### config.mk
export PLATFORM = sky130hd
export DESIGN_NAME = tpu_tile_sequencer
export DESIGN_NICKNAME = d
export VERILOG_FILES = /design/src/rtl/tpu_tile_sequencer_pkg.sv /design/src/rtl/tpu_sched_delay_line.sv /design/src/rtl/tpu_tile_sequencer.sv
export SDC_FILE = /design/constraint.sdc
export NUM_CORES = 1
export LEC_CHECK = 0
export ABC_AREA = 1
export BUFFER_PORTS_ARGS = -buffer_cell sky130_fd_sc_hd__buf_2
export CAP_MARGIN = 20
export CORE_ASPECT_RATIO = 0.75
export CORE_MARGIN = 2
export CORE_UTILIZATION = 61
export DETAILED_ROUTE_END_ITERATION = 8
export HOLD_SLACK_MARGIN = 0.05
export PLACE_DENSITY = 0.85
export REMOVE_ABC_BUFFERS = 1
export SYNTH_ARGS = -nofsm -noshare
export SYNTH_HDL_FRONTEND = slang
export SYNTH_SLANG_ARGS = --single-unit
export TNS_END_PERCENT = 100
### constraint.sdc
create_clock -name clk -period 2.8 [get_ports clk]
set_input_delay 0 -clock clk [delete_from_list [all_inputs] [get_ports clk]]
set_output_delay 0 -clock clk [all_outputs]
set_load 0.02 [all_outputs]
### src/rtl/tpu_tile_sequencer_pkg.sv
// Shared types for the TPU tile sequencer: FSM states, VPU modes and the latched tile command.
package tpu_pkg;

   // Widths of the latched command record; the sequencer defaults its parameters to these.
   localparam int TILE_ADDR_WIDTH  = 10;
   localparam int TILE_ARRAY_WIDTH = 16;

   typedef enum logic [2:0] {
      IDLE,
      LOAD_W,
      SETTLE,
      COMPUTE,
      DRAIN,
      DONE
   } seq_state_t;

   typedef enum logic [2:0] {
      VPU_PASS      = 3'd0,
      VPU_RELU      = 3'd1,
      VPU_BIAS      = 3'd2,
      VPU_BIAS_RELU = 3'd3,
      VPU_QUANT     = 3'd4
   } vpu_mode_t;

   typedef struct packed {
      logic [TILE_ADDR_WIDTH-1:0]  a_base;
      logic [TILE_ADDR_WIDTH-1:0]  b_base;
      logic [TILE_ADDR_WIDTH-1:0]  c_base;
      logic [TILE_ADDR_WIDTH-1:0]  d_base;
      logic [TILE_ADDR_WIDTH-1:0]  m_rows;
      logic [2:0]                  vpu_mode;
      logic [TILE_ARRAY_WIDTH-1:0] row_mask;
      logic [TILE_ARRAY_WIDTH-1:0] col_mask;
   } tile_cmd_t;

endpackage

### src/rtl/tpu_sched_delay_line.sv
// Fixed-latency shift register carrying {valid,data}; occupied is high while any stage holds a valid entry.
module tpu_sched_delay_line #(
   parameter int DEPTH = 16,
   parameter int WIDTH = 10
) (
   input  logic             clk,
   input  logic             rst,
   input  logic             in_valid,
   input  logic [WIDTH-1:0] in_data,
   output logic             out_valid,
   output logic [WIDTH-1:0] out_data,
   output logic             occupied
);

   logic [DEPTH-1:0] vld;
   logic [WIDTH-1:0] dat [DEPTH];

   always_ff @(posedge clk) begin
      if (rst) begin
         vld <= '0;
         for (int unsigned i = 0; i < DEPTH; i++) dat[i] <= '0;
      end else begin
         vld    <= {vld[DEPTH-2:0], in_valid};
         dat[0] <= in_data;
         for (int unsigned i = 1; i < DEPTH; i++) dat[i] <= dat[i-1];
      end
   end

   assign out_valid = vld[DEPTH-1];
   assign out_data  = dat[DEPTH-1];
   assign occupied  = |vld;

endmodule

### src/rtl/tpu_tile_sequencer.sv
// Tile sequencer for tpu_core: loads weights, streams input rows, schedules bias reads
// through a latency-matched delay line and counts write-backs until the tile completes.
module tpu_tile_sequencer
   import tpu_pkg::*;
#(
   parameter int SYSTOLIC_ARRAY_WIDTH = TILE_ARRAY_WIDTH,
   parameter int ADDR_WIDTH           = TILE_ADDR_WIDTH,
   parameter int SYS_LATENCY          = 16,
   parameter int W_SETTLE             = 16,
   parameter int DRAIN_TIMEOUT        = 1024
) (
   input  logic                                    clk,
   input  logic                                    rst,
   input  logic                                    cmd_valid,
   output logic                                    cmd_ready,
   input  logic [ADDR_WIDTH-1:0]                   cmd_a_base,
   input  logic [ADDR_WIDTH-1:0]                   cmd_b_base,
   input  logic [ADDR_WIDTH-1:0]                   cmd_c_base,
   input  logic [ADDR_WIDTH-1:0]                   cmd_d_base,
   input  logic [ADDR_WIDTH-1:0]                   cmd_m_rows,
   input  logic [2:0]                              cmd_vpu_mode,
   input  logic [SYSTOLIC_ARRAY_WIDTH-1:0]         cmd_row_mask,
   input  logic [SYSTOLIC_ARRAY_WIDTH-1:0]         cmd_col_mask,
   output logic [ADDR_WIDTH-1:0]                   ctrl_rd_addr_a,
   output logic [ADDR_WIDTH-1:0]                   ctrl_rd_addr_b,
   output logic [ADDR_WIDTH-1:0]                   ctrl_rd_addr_c,
   output logic                                    ctrl_rd_en_a,
   output logic                                    ctrl_rd_en_b,
   output logic                                    ctrl_rd_en_c,
   output logic                                    ctrl_a_valid,
   output logic                                    ctrl_a_switch,
   output logic                                    ctrl_b_accept_w,
   output logic [$clog2(SYSTOLIC_ARRAY_WIDTH)-1:0] ctrl_b_weight_index,
   output logic                                    ctrl_c_valid,
   output logic [2:0]                              ctrl_vpu_mode,
   output logic [SYSTOLIC_ARRAY_WIDTH-1:0]         ctrl_row_mask,
   output logic [SYSTOLIC_ARRAY_WIDTH-1:0]         ctrl_col_mask,
   output logic [ADDR_WIDTH-1:0]                   ctrl_wr_addr_d,
   input  logic                                    core_writeback_valid,
   output logic                                    busy,
   output logic                                    done,
   output logic                                    err
);

   localparam int CW = ADDR_WIDTH + 1;
   localparam int WI = $clog2(SYSTOLIC_ARRAY_WIDTH);
   localparam int TW = $clog2(DRAIN_TIMEOUT) + 1;
   localparam logic [CW-1:0] W_LAST  = CW'(SYSTOLIC_ARRAY_WIDTH - 1);
   localparam logic [CW-1:0] S_LAST  = CW'(W_SETTLE - 1);
   localparam logic [TW-1:0] TO_LAST = TW'(DRAIN_TIMEOUT - 1);

   seq_state_t            state, state_nxt;
   tile_cmd_t             cmd_q;
   logic [CW-1:0]         cnt;
   logic [ADDR_WIDTH-1:0] wb_cnt;
   logic [TW-1:0]         idle_cnt;
   logic [ADDR_WIDTH-1:0] m_last;
   logic [ADDR_WIDTH-1:0] bias_row;
   logic                  accept, cnt_last, wb_live, wb_full, timeout, line_busy;

   assign accept  = cmd_valid && cmd_ready;
   assign m_last  = cmd_q.m_rows - ADDR_WIDTH'(1);
   assign wb_live = core_writeback_valid && (state == COMPUTE || state == DRAIN);
   assign wb_full = (wb_cnt == cmd_q.m_rows);
   assign timeout = (state == DRAIN) && !core_writeback_valid && (idle_cnt == TO_LAST);

   always_comb begin
      cnt_last = 1'b0;
      case (state)
         LOAD_W:  cnt_last = (cnt == W_LAST);
         SETTLE:  cnt_last = (cnt == S_LAST);
         COMPUTE: cnt_last = (cnt[ADDR_WIDTH-1:0] == m_last);
         default: cnt_last = 1'b0;
      endcase
   end

   always_ff @(posedge clk) begin
      if (rst) state <= IDLE;
      else     state <= state_nxt;
   end

   always_comb begin
      state_nxt = state;
      case (state)
         IDLE:    if (accept) state_nxt = (cmd_m_rows == '0) ? DONE : LOAD_W;
         LOAD_W:  if (cnt_last) state_nxt = SETTLE;
         SETTLE:  if (cnt_last) state_nxt = COMPUTE;
         COMPUTE: if (cnt_last) state_nxt = DRAIN;
         DRAIN:   if (timeout || (wb_full && !line_busy)) state_nxt = DONE;
         DONE:    state_nxt = IDLE;
         default: state_nxt = IDLE;
      endcase
   end

   always_comb begin
      cmd_ready    = (state == IDLE);
      busy         = (state != IDLE);
      done         = (state == DONE);
      ctrl_rd_en_b = (state == LOAD_W);
      ctrl_rd_en_a = (state == COMPUTE);
   end

   // Shared phase counter: weight row, settle tick or input row depending on state.
   always_ff @(posedge clk) begin
      if (rst || state != state_nxt)                     cnt <= '0;
      else if (state inside {LOAD_W, SETTLE, COMPUTE}) cnt <= cnt + CW'(1);
      else                                               cnt <= '0;
   end

   always_ff @(posedge clk) begin
      if (rst) begin
         cmd_q               <= '0;
         wb_cnt              <= '0;
         idle_cnt            <= '0;
         err                 <= 1'b0;
         ctrl_a_valid        <= 1'b0;
         ctrl_a_switch       <= 1'b0;
         ctrl_b_accept_w     <= 1'b0;
         ctrl_b_weight_index <= '0;
         ctrl_c_valid        <= 1'b0;
      end else begin
         ctrl_a_valid        <= ctrl_rd_en_a;
         ctrl_a_switch       <= ctrl_rd_en_a && (cnt == '0);
         ctrl_b_accept_w     <= ctrl_rd_en_b;
         ctrl_b_weight_index <= ctrl_rd_en_b ? cnt[WI-1:0] : '0;
         ctrl_c_valid        <= ctrl_rd_en_c;
         if (accept) begin
            cmd_q  <= '{a_base: cmd_a_base, b_base: cmd_b_base, c_base: cmd_c_base,
                        d_base: cmd_d_base, m_rows: cmd_m_rows, vpu_mode: cmd_vpu_mode,
                        row_mask: cmd_row_mask, col_mask: cmd_col_mask};
            wb_cnt <= '0;
            err    <= 1'b0;
         end
         // Surplus write-backs flag the tile but leave the address parked at d_base+M.
         if (wb_live) begin
            if (wb_full) err    <= 1'b1;
            else         wb_cnt <= wb_cnt + ADDR_WIDTH'(1);
         end
         if (state != DRAIN || core_writeback_valid) idle_cnt <= '0;
         else                                         idle_cnt <= idle_cnt + TW'(1);
         if (timeout) err <= 1'b1;
      end
   end

   tpu_sched_delay_line #(
      .DEPTH (SYS_LATENCY),
      .WIDTH (ADDR_WIDTH)
   ) u_bias_line (
      .clk       (clk),
      .rst       (rst),
      .in_valid  (ctrl_rd_en_a),
      .in_data   (cnt[ADDR_WIDTH-1:0]),
      .out_valid (ctrl_rd_en_c),
      .out_data  (bias_row),
      .occupied  (line_busy)
   );

   assign ctrl_rd_addr_a = cmd_q.a_base + cnt[ADDR_WIDTH-1:0];
   assign ctrl_rd_addr_b = cmd_q.b_base + cnt[ADDR_WIDTH-1:0];
   assign ctrl_rd_addr_c = cmd_q.c_base + bias_row;
   assign ctrl_wr_addr_d = cmd_q.d_base + wb_cnt;
   assign ctrl_vpu_mode  = cmd_q.vpu_mode;
   assign ctrl_row_mask  = cmd_q.row_mask;
   assign ctrl_col_mask  = cmd_q.col_mask;

endmodule

==> results by group, run 1 <==
Drt
  • TritonRoute pass-1 iters: 6
  • Vias post-DR: 10200
  • Drt wl/cell: 13.6 µm
  • Total Wirelength: approximately 28 mm
  • Antenna viol nets, final: 0
  • Starting DRT DRC Count: 860
  • Drt via density: 4.98
  • Residual DRC count: 0

Floorplan
  • Total I/O pin count: 179
  • Core Footprint: 19300 µm²
  • Die area: between 20000 and 25000 µm²
  • Starting Density: 62.0%
  • DIE WIDTH: 166 µm
  • Row count: 44
  • Die Y: 125 µm

Synthesis
  • Number of synthesized flops with an enable pin: 0
  • Cell count after synthesis: 1533
  • Yosys warnings: 0
  • Yosys reg bits: 304
  • Ys async rst share: 0%
  • Syn Std Cell Area: 12000 µm²
  • Predominant post-synthesis flop cell: dfxtp_1
  • Register area share after synthesis: 50.9%
  • Netlist cell types: 37
  • Syn_area_per_cell: 7.80 µm²

Global route
  • Vias in the first global route: roughly 10000
  • Largest net degree at the start of global routing: 180
  • First-pass GRT wire length: 46.2 mm
  • GR Overflow Total: 0
  • Initial antenna violation count: 0
  • Gr usage total: 26.4%

CTS
  • Root buffer cell: clkbuf_16
  • Clk slew on worst S/H paths: roughly 0.060 ns
  • Clk_lat worst skew: 0.54 ns
  • H-tree depth: 1
  • Longest Clk Path Bufs: 3
  • # clock sinks: 304
  • Total CTS buffers: 27
  • CTS tree: done

STA
  • Slew @ Worst Pin: 0.745 ns
  • Final Hold Violating Endpoints: 0
  • Fmax: 378 MHz
  • Setup-failing EPs final: 0
  • Final min period: 2.64 ns
  • RSZ-0062 raised after global routing: true
  • Pins Over Slew Limit: 0
  • Slew HR: about half
  • Layout Skew: around 0.014 ns
  • Fin crit share: 94.5%

Worst setup path
  • Launching point of the worst reg2reg path: state[0]
  • Crit path capture type: output pin
  • Req. time, crit path: 2.80 ns
  • R2R Path End: cmd_q[66]
  • Reg2reg path depth: 8
  • Crit path max fanout: 6
  • Crit path capture: ctrl_rd_addr_b[8]
  • Worst Setup SP: cnt[0]
  • Worst Setup Path Type: reg -> out
  • Startpoint Class: flop
  • Arrival time worst endpoint: 2.64 ns
  • R2r setup slk: 0.23 ns

Finish
  • Most common cell after layout, fill and taps aside: dfxtp_1
  • Synth-to-Final Area Change: 24.2%
  • Final nets: 1911
  • Most frequent cells in the layout: dfxtp_1 (300), nand2_1 (280), inv_1 (263), nor2_1 (237), buf_2 (175)
  • FILL cells: 1234
  • ANT cells: 0
  • Layout cells sized above 1: 14.9%
  • Design Area, Final: 14900 µm²

Power
  • Worst vdd ir: roughly 0.00062 V
  • Cell Pwr Density: 610 nW/µm²
  • Pwr Total: 0.00906 W
  • Leak: 6.65 nW

Placement
  • Routability cong.: 0.869
  • # port buffers: 178
  • Placed cell areas: 12700 µm²
  • DP HPWL: 16.5 mm

Status
  • Status: complete, no violations

Min path
  • Hold Path Class: in -> reg
  • Hold path cells: 4

Run
  • Max-Cap Viols: 0
worst min-delay path by stage:
| stage | startpoint | to | slack [ns] |
|---|---|---|---|
| after global placement | cmd_a_base[8] | cmd_q[83] | 0.25 |
| after detailed placement | cmd_row_mask[12] | ctrl_row_mask[12] | 0.26 |
| final | cmd_valid | err | 0.12 |
| after floorplan | rst | cmd_q[45] | 0.07 |
| after CTS | cmd_valid | err | 0.09 |
| after global routing | cmd_valid | err | 0.15 |
logic make-up after synthesis:
logic type	Yosys count	synth area share (%)
AOI/OAI and AO/OA	174	7.48
and+or+nand+nor	603	20.5
xor gates and xnor gates	49	3.59
adders and majority gates	45	4.96
DFF	304	50.9
buffers and inverters	358	12.5
per-layer routing:
metal / global-route usage [%] / vias up / part of all wire, %
met5: 0 / - / 0
met4: 9.97 / 0 / 3.4
met3: 4.75 / 82 / 8.2
met2: 46.4 / 440 / 47
met1: 32.6 / 4595 / 41
li1: - / 5085 / -
critical path: stages (launching register included):
cell	delay [ns]
dfxtp_2	0.41
ha_1	0.19
inv_1	0.05
fa_1	0.40
o21ai_1	0.21
nand2_1	0.07
nand2_1	0.07
a21oi_1	0.10
nor2_1	0.12
o21ai_0	0.08
nand2_1	0.07
xor2_1	0.15
buf_2	0.18
metrics by stage:
stage	utilization [%]	TNS, ns	worst slack (ns)	hold WS (ns)	instances
global placement	66.1	0	0.600	0.249	1881
global route	77.1	-0.0604	-0.0353	0.153	2047
CTS	76.9	0	0.00899	0.0924	2046
detailed placement	66.1	0	0.538	0.256	1881
finish	77.1	0	0.155	0.117	2047
floorplan	-	0	0.0272	0.0691	1446
report_power, final:
group	total (W)	internal [W]	switching, W	leakage, nW
registers	0.00448	0.00441	0.0000642	2.46
clock network	0.00370	0.00212	0.00158	0.421
logic	0.000884	0.000359	0.000525	3.76
total	0.00906	0.00689	0.00217	6.65
layout make-up:
class / count / area [µm²] / area share [%]
sequential: 304 / 6090 / 41.0
multi-input combinational: 871 / 4380 / 29.5
timing repair buffer: 302 / 2160 / 14.6
inverter: 271 / 1020 / 6.85
clock buffer: 33 / 728 / 4.90
tap: 253 / 317 / 2.13
clock inverter: 13 / 156 / 1.05
state kept, by name (all words and copies together), names as in the netlist, 4 cells and up:
signal	flops
wb_cnt	10
ctrl_b_weight_index	4
cnt	11
cmd_q	50
ctrl_row_mask	16
idle_cnt	11
u_bias_line.dat	160
u_bias_line.vld	16
ctrl_col_mask	16
cell usage after synthesis (6+ instances only):
master / count / area, µm²
a21oi_1: 125 / 626
buf_2: 8 / 40.0
buf_4: 35 / 263
clkbuf_1: 41 / 154
dfxtp_1: 304 / 6090
ha_1: 41 / 513
inv_1: 264 / 991
inv_2: 6 / 22.5
nand2_1: 280 / 1050
nand3_1: 21 / 105
nand4_1: 8 / 50.1
nor2_1: 237 / 890
nor2_2: 18 / 113
nor3_1: 23 / 115
o21ai_0: 38 / 190
xnor2_1: 11 / 96.3
xor2_1: 38 / 333
repair_timing:
item	4_1_cts	5_1_grt
pin swaps	0	1
setup buffers	0	1
endpoints found under the setup margin	3	8
gates resized for setup	3	13
hold buffers	119	0
hold endpoints to repair	124	0
No activity file was read; power rests on OpenSTA's default activity.
==> run 2: changes to the inputs <==
--- a/config.mk
+++ b/config.mk
@@ -10,10 +10,9 @@
 export CAP_MARGIN = 20
 export CORE_ASPECT_RATIO = 0.75
 export CORE_MARGIN = 2
-export CORE_UTILIZATION = 61
+export CORE_UTILIZATION = 40
 export DETAILED_ROUTE_END_ITERATION = 8
 export HOLD_SLACK_MARGIN = 0.05
-export PLACE_DENSITY = 0.85
 export REMOVE_ABC_BUFFERS = 1
 export SYNTH_ARGS = -nofsm -noshare
 export SYNTH_HDL_FRONTEND = slang
==> run 2 against run 1 <==
- sequential share of layout area is 1.2 points lower
- clock power is 16% higher
- count of clock-buffer cells in the layout stayed put
- worst hold slack better by 0.099 ns
- first-iteration DRC count is 39% lower
- non-clock buffer count is 7 higher
- setup slack better by 0.058 ns
==> results by group, run 2 (same netlist as run 1, synthesis figures left out) <==
Worst setup path
  • Reg2reg path depth: 9
  • Launching point of the worst reg2reg path: state[0]
  • Req. time, crit path: 2.80 ns
  • Critical Path, Cell by Cell: ha_1 > a21oi_1 > nand2_1 > a21oi_1 > o21ai_0 > a21oi_1 > nor2_1 > nor2_1 > xor2_1 > buf_4
  • Arrival time worst endpoint: 2.59 ns
  • Crit path max fanout: 6
  • Worst Setup Path Type: reg -> out
  • Worst Setup SP: cnt[2]
  • Startpoint Class: flop
  • Buf/Inv on CP: 1
  • CP top delay family: compound AO/OA/AOI/OAI gates
  • Total stage count of the critical path: 10
  • Most frequent CP cell: a21oi_1
  • Crit path capture type: output pin
  • Crit-path max cell delay: 0.38 ns
  • Slowest CP cell: dfxtp_4

CTS
  • H-tree depth: 1
  • Root buffer cell: clkbuf_16
  • Longest Clk Path Bufs: 3
  • CTS tree: done
  • Clk_lat worst skew: 0.58 ns
  • Clk slew on worst S/H paths: 0.07 ns
  • Total CTS buffers: 30
  • # clock sinks: ~300

STA
  • Pins Over Slew Limit: 0
  • Setup TNS: 0 ns
  • Setup-failing EPs final: 0
  • Final Worst Setup Slack: 0.213 ns
  • RSZ-0062 raised after global routing: false
  • Fmax: 387 MHz
  • Final Hold Violating Endpoints: 0
  • Layout Skew: 0.0224 ns
  • Final min period: 2.59 ns
  • Fin crit share: between 90% and 100%
  • Slew @ Worst Pin: 0.806 ns
  • Slew HR: 46.3%

Finish
  • Largest reg by FF count: u_bias_line.dat
  • Most frequent cells in the layout: dfxtp_1 (298), nand2_1 (280), inv_1 (263), nor2_1 (237), buf_2 (175)
  • Biggest regs: u_bias_line.dat (160), cmd_q (50)
  • Synth-to-Final Area Change: 28.1%
  • FILL cells: about 2700
  • ANT cells: 0
  • Most common cell after layout, fill and taps aside: dfxtp_1
  • Largest register FFs: 160
  • Layout cells sized above 1: 15.9%
  • Final nets: 1921

Placement
  • # port buffers: 178
  • DP HPWL: about 17 mm
  • Setup WS pre-CTS: 0.593 ns
  • Routability cong.: 0.877

Floorplan
  • Core Footprint: 29300 µm²
  • Starting Density: 40.9%
  • Row count: 54
  • Total I/O pin count: 179
  • Die Y: about 150 µm
  • Die area: 31300 µm²
  • DIE WIDTH: 204 µm

Drt
  • Vias post-DR: 9702
  • Drt wl/cell: ~12 µm
  • Drt via density: 4.40
  • Residual DRC count: 0
  • TritonRoute pass-1 iters: 5
  • Starting DRT DRC Count: 528
  • Total Wirelength: approximately 26 mm
  • Antenna viol nets, final: 0

Power
  • Leak: between 6 and 7 nW
  • Pwr Total: about 0.0097 W
  • Worst vdd ir: 0.000488 V
  • Cell Pwr Density: roughly 630 nW/µm²

Global route
  • GR Overflow Total: 0
  • Met3 GRT Util: around 4.2%
  • First-pass GRT wire length: 43.4 mm
  • Grt met2 use: 26.7%
  • Vias in the first global route: 9265
  • Initial antenna violation count: 0
  • Largest net degree at the start of global routing: 196
  • Global route hottest layer: met2
  • Gr usage total: 16.6%
  • Met1 GRT Util: 22.0%

Min path
  • Hold Path Class: in -> reg
  • Hold_sp: cmd_row_mask[5]
  • Hold path cells: 4

Status
  • Status: complete, no violations

Run
  • Max-Cap Viols: 0
-- run 2: path summary, 6_finish.rpt --
| check | to | slack (ns) |
|---|---|---|
| setup / recovery | ctrl_rd_addr_a[9] | 0.21 |
| hold / removal | ctrl_row_mask[5] | 0.22 |
| setup reg to reg | cmd_q[51] | 0.33 |
| hold reg to reg | u_bias_line.dat[0][48] | 0.39 |
-- run 2: power by group --
group / leakage, nW / internal [W] / switching [W]
clock network: 0.530 / 0.00253 / 0.00179
registers: 2.47 / 0.00441 / 0.0000588
logic: 3.80 / 0.000363 / 0.000514
-- run 2: metal layers --
layer	wire, µm	share of wire, %	up-vias
li1	-	-	5108
met1	12600	48	4302
met2	11200	43	240
met3	1640	6.3	52
met4	670	2.6	0
met5	0	0	-
-- run 2: area by class of cell --
type / count / area [µm²] / share of cell area, %
Sequential cell: 304 / 6100 / 39.8
Multi-Input combinational cell: 871 / 4410 / 28.8
Timing Repair Buffer: 309 / 2220 / 14.5
Inverter: 271 / 1020 / 6.64
Clock buffer: 33 / 782 / 5.10
Tap cell: 392 / 490 / 3.20
Clock inverter: 23 / 308 / 2.01
-- run 2: per-stage QoR --
step	instances	util (%)	hold WS [ns]	instance area, µm²
4_1_cts	2203	52.2	0.175	15300
5_1_grt	2203	52.4	0.203	15300
2_1_floorplan	1446	-	0.0691	11500
3_3_place_gp	2021	44.1	0.249	12900
3_5_place_dp	2021	44.1	0.255	12900
6_report	2203	52.4	0.216	15300
-- run 2: worst reg2reg max path, cell delays in order (launching register included) --
cell,delay (ns)
dfxtp_1,0.37
nor2_1,0.19
inv_2,0.06
nor2_2,0.23
nand2_4,0.11
inv_2,0.12
buf_4,0.47
nand2_1,0.17
a21oi_1,0.15
dlygate4sd3_1,0.56
-- run 2: what timing repair did --
item / in CTS / in global routing
endpoints found under the hold margin: 120 / 0
hold buffers: 126 / 0
setup endpoints to repair: 3 / 7
setup buffers: 0 / 0
pin swaps: 0 / 1
gates resized for setup: 3 / 23
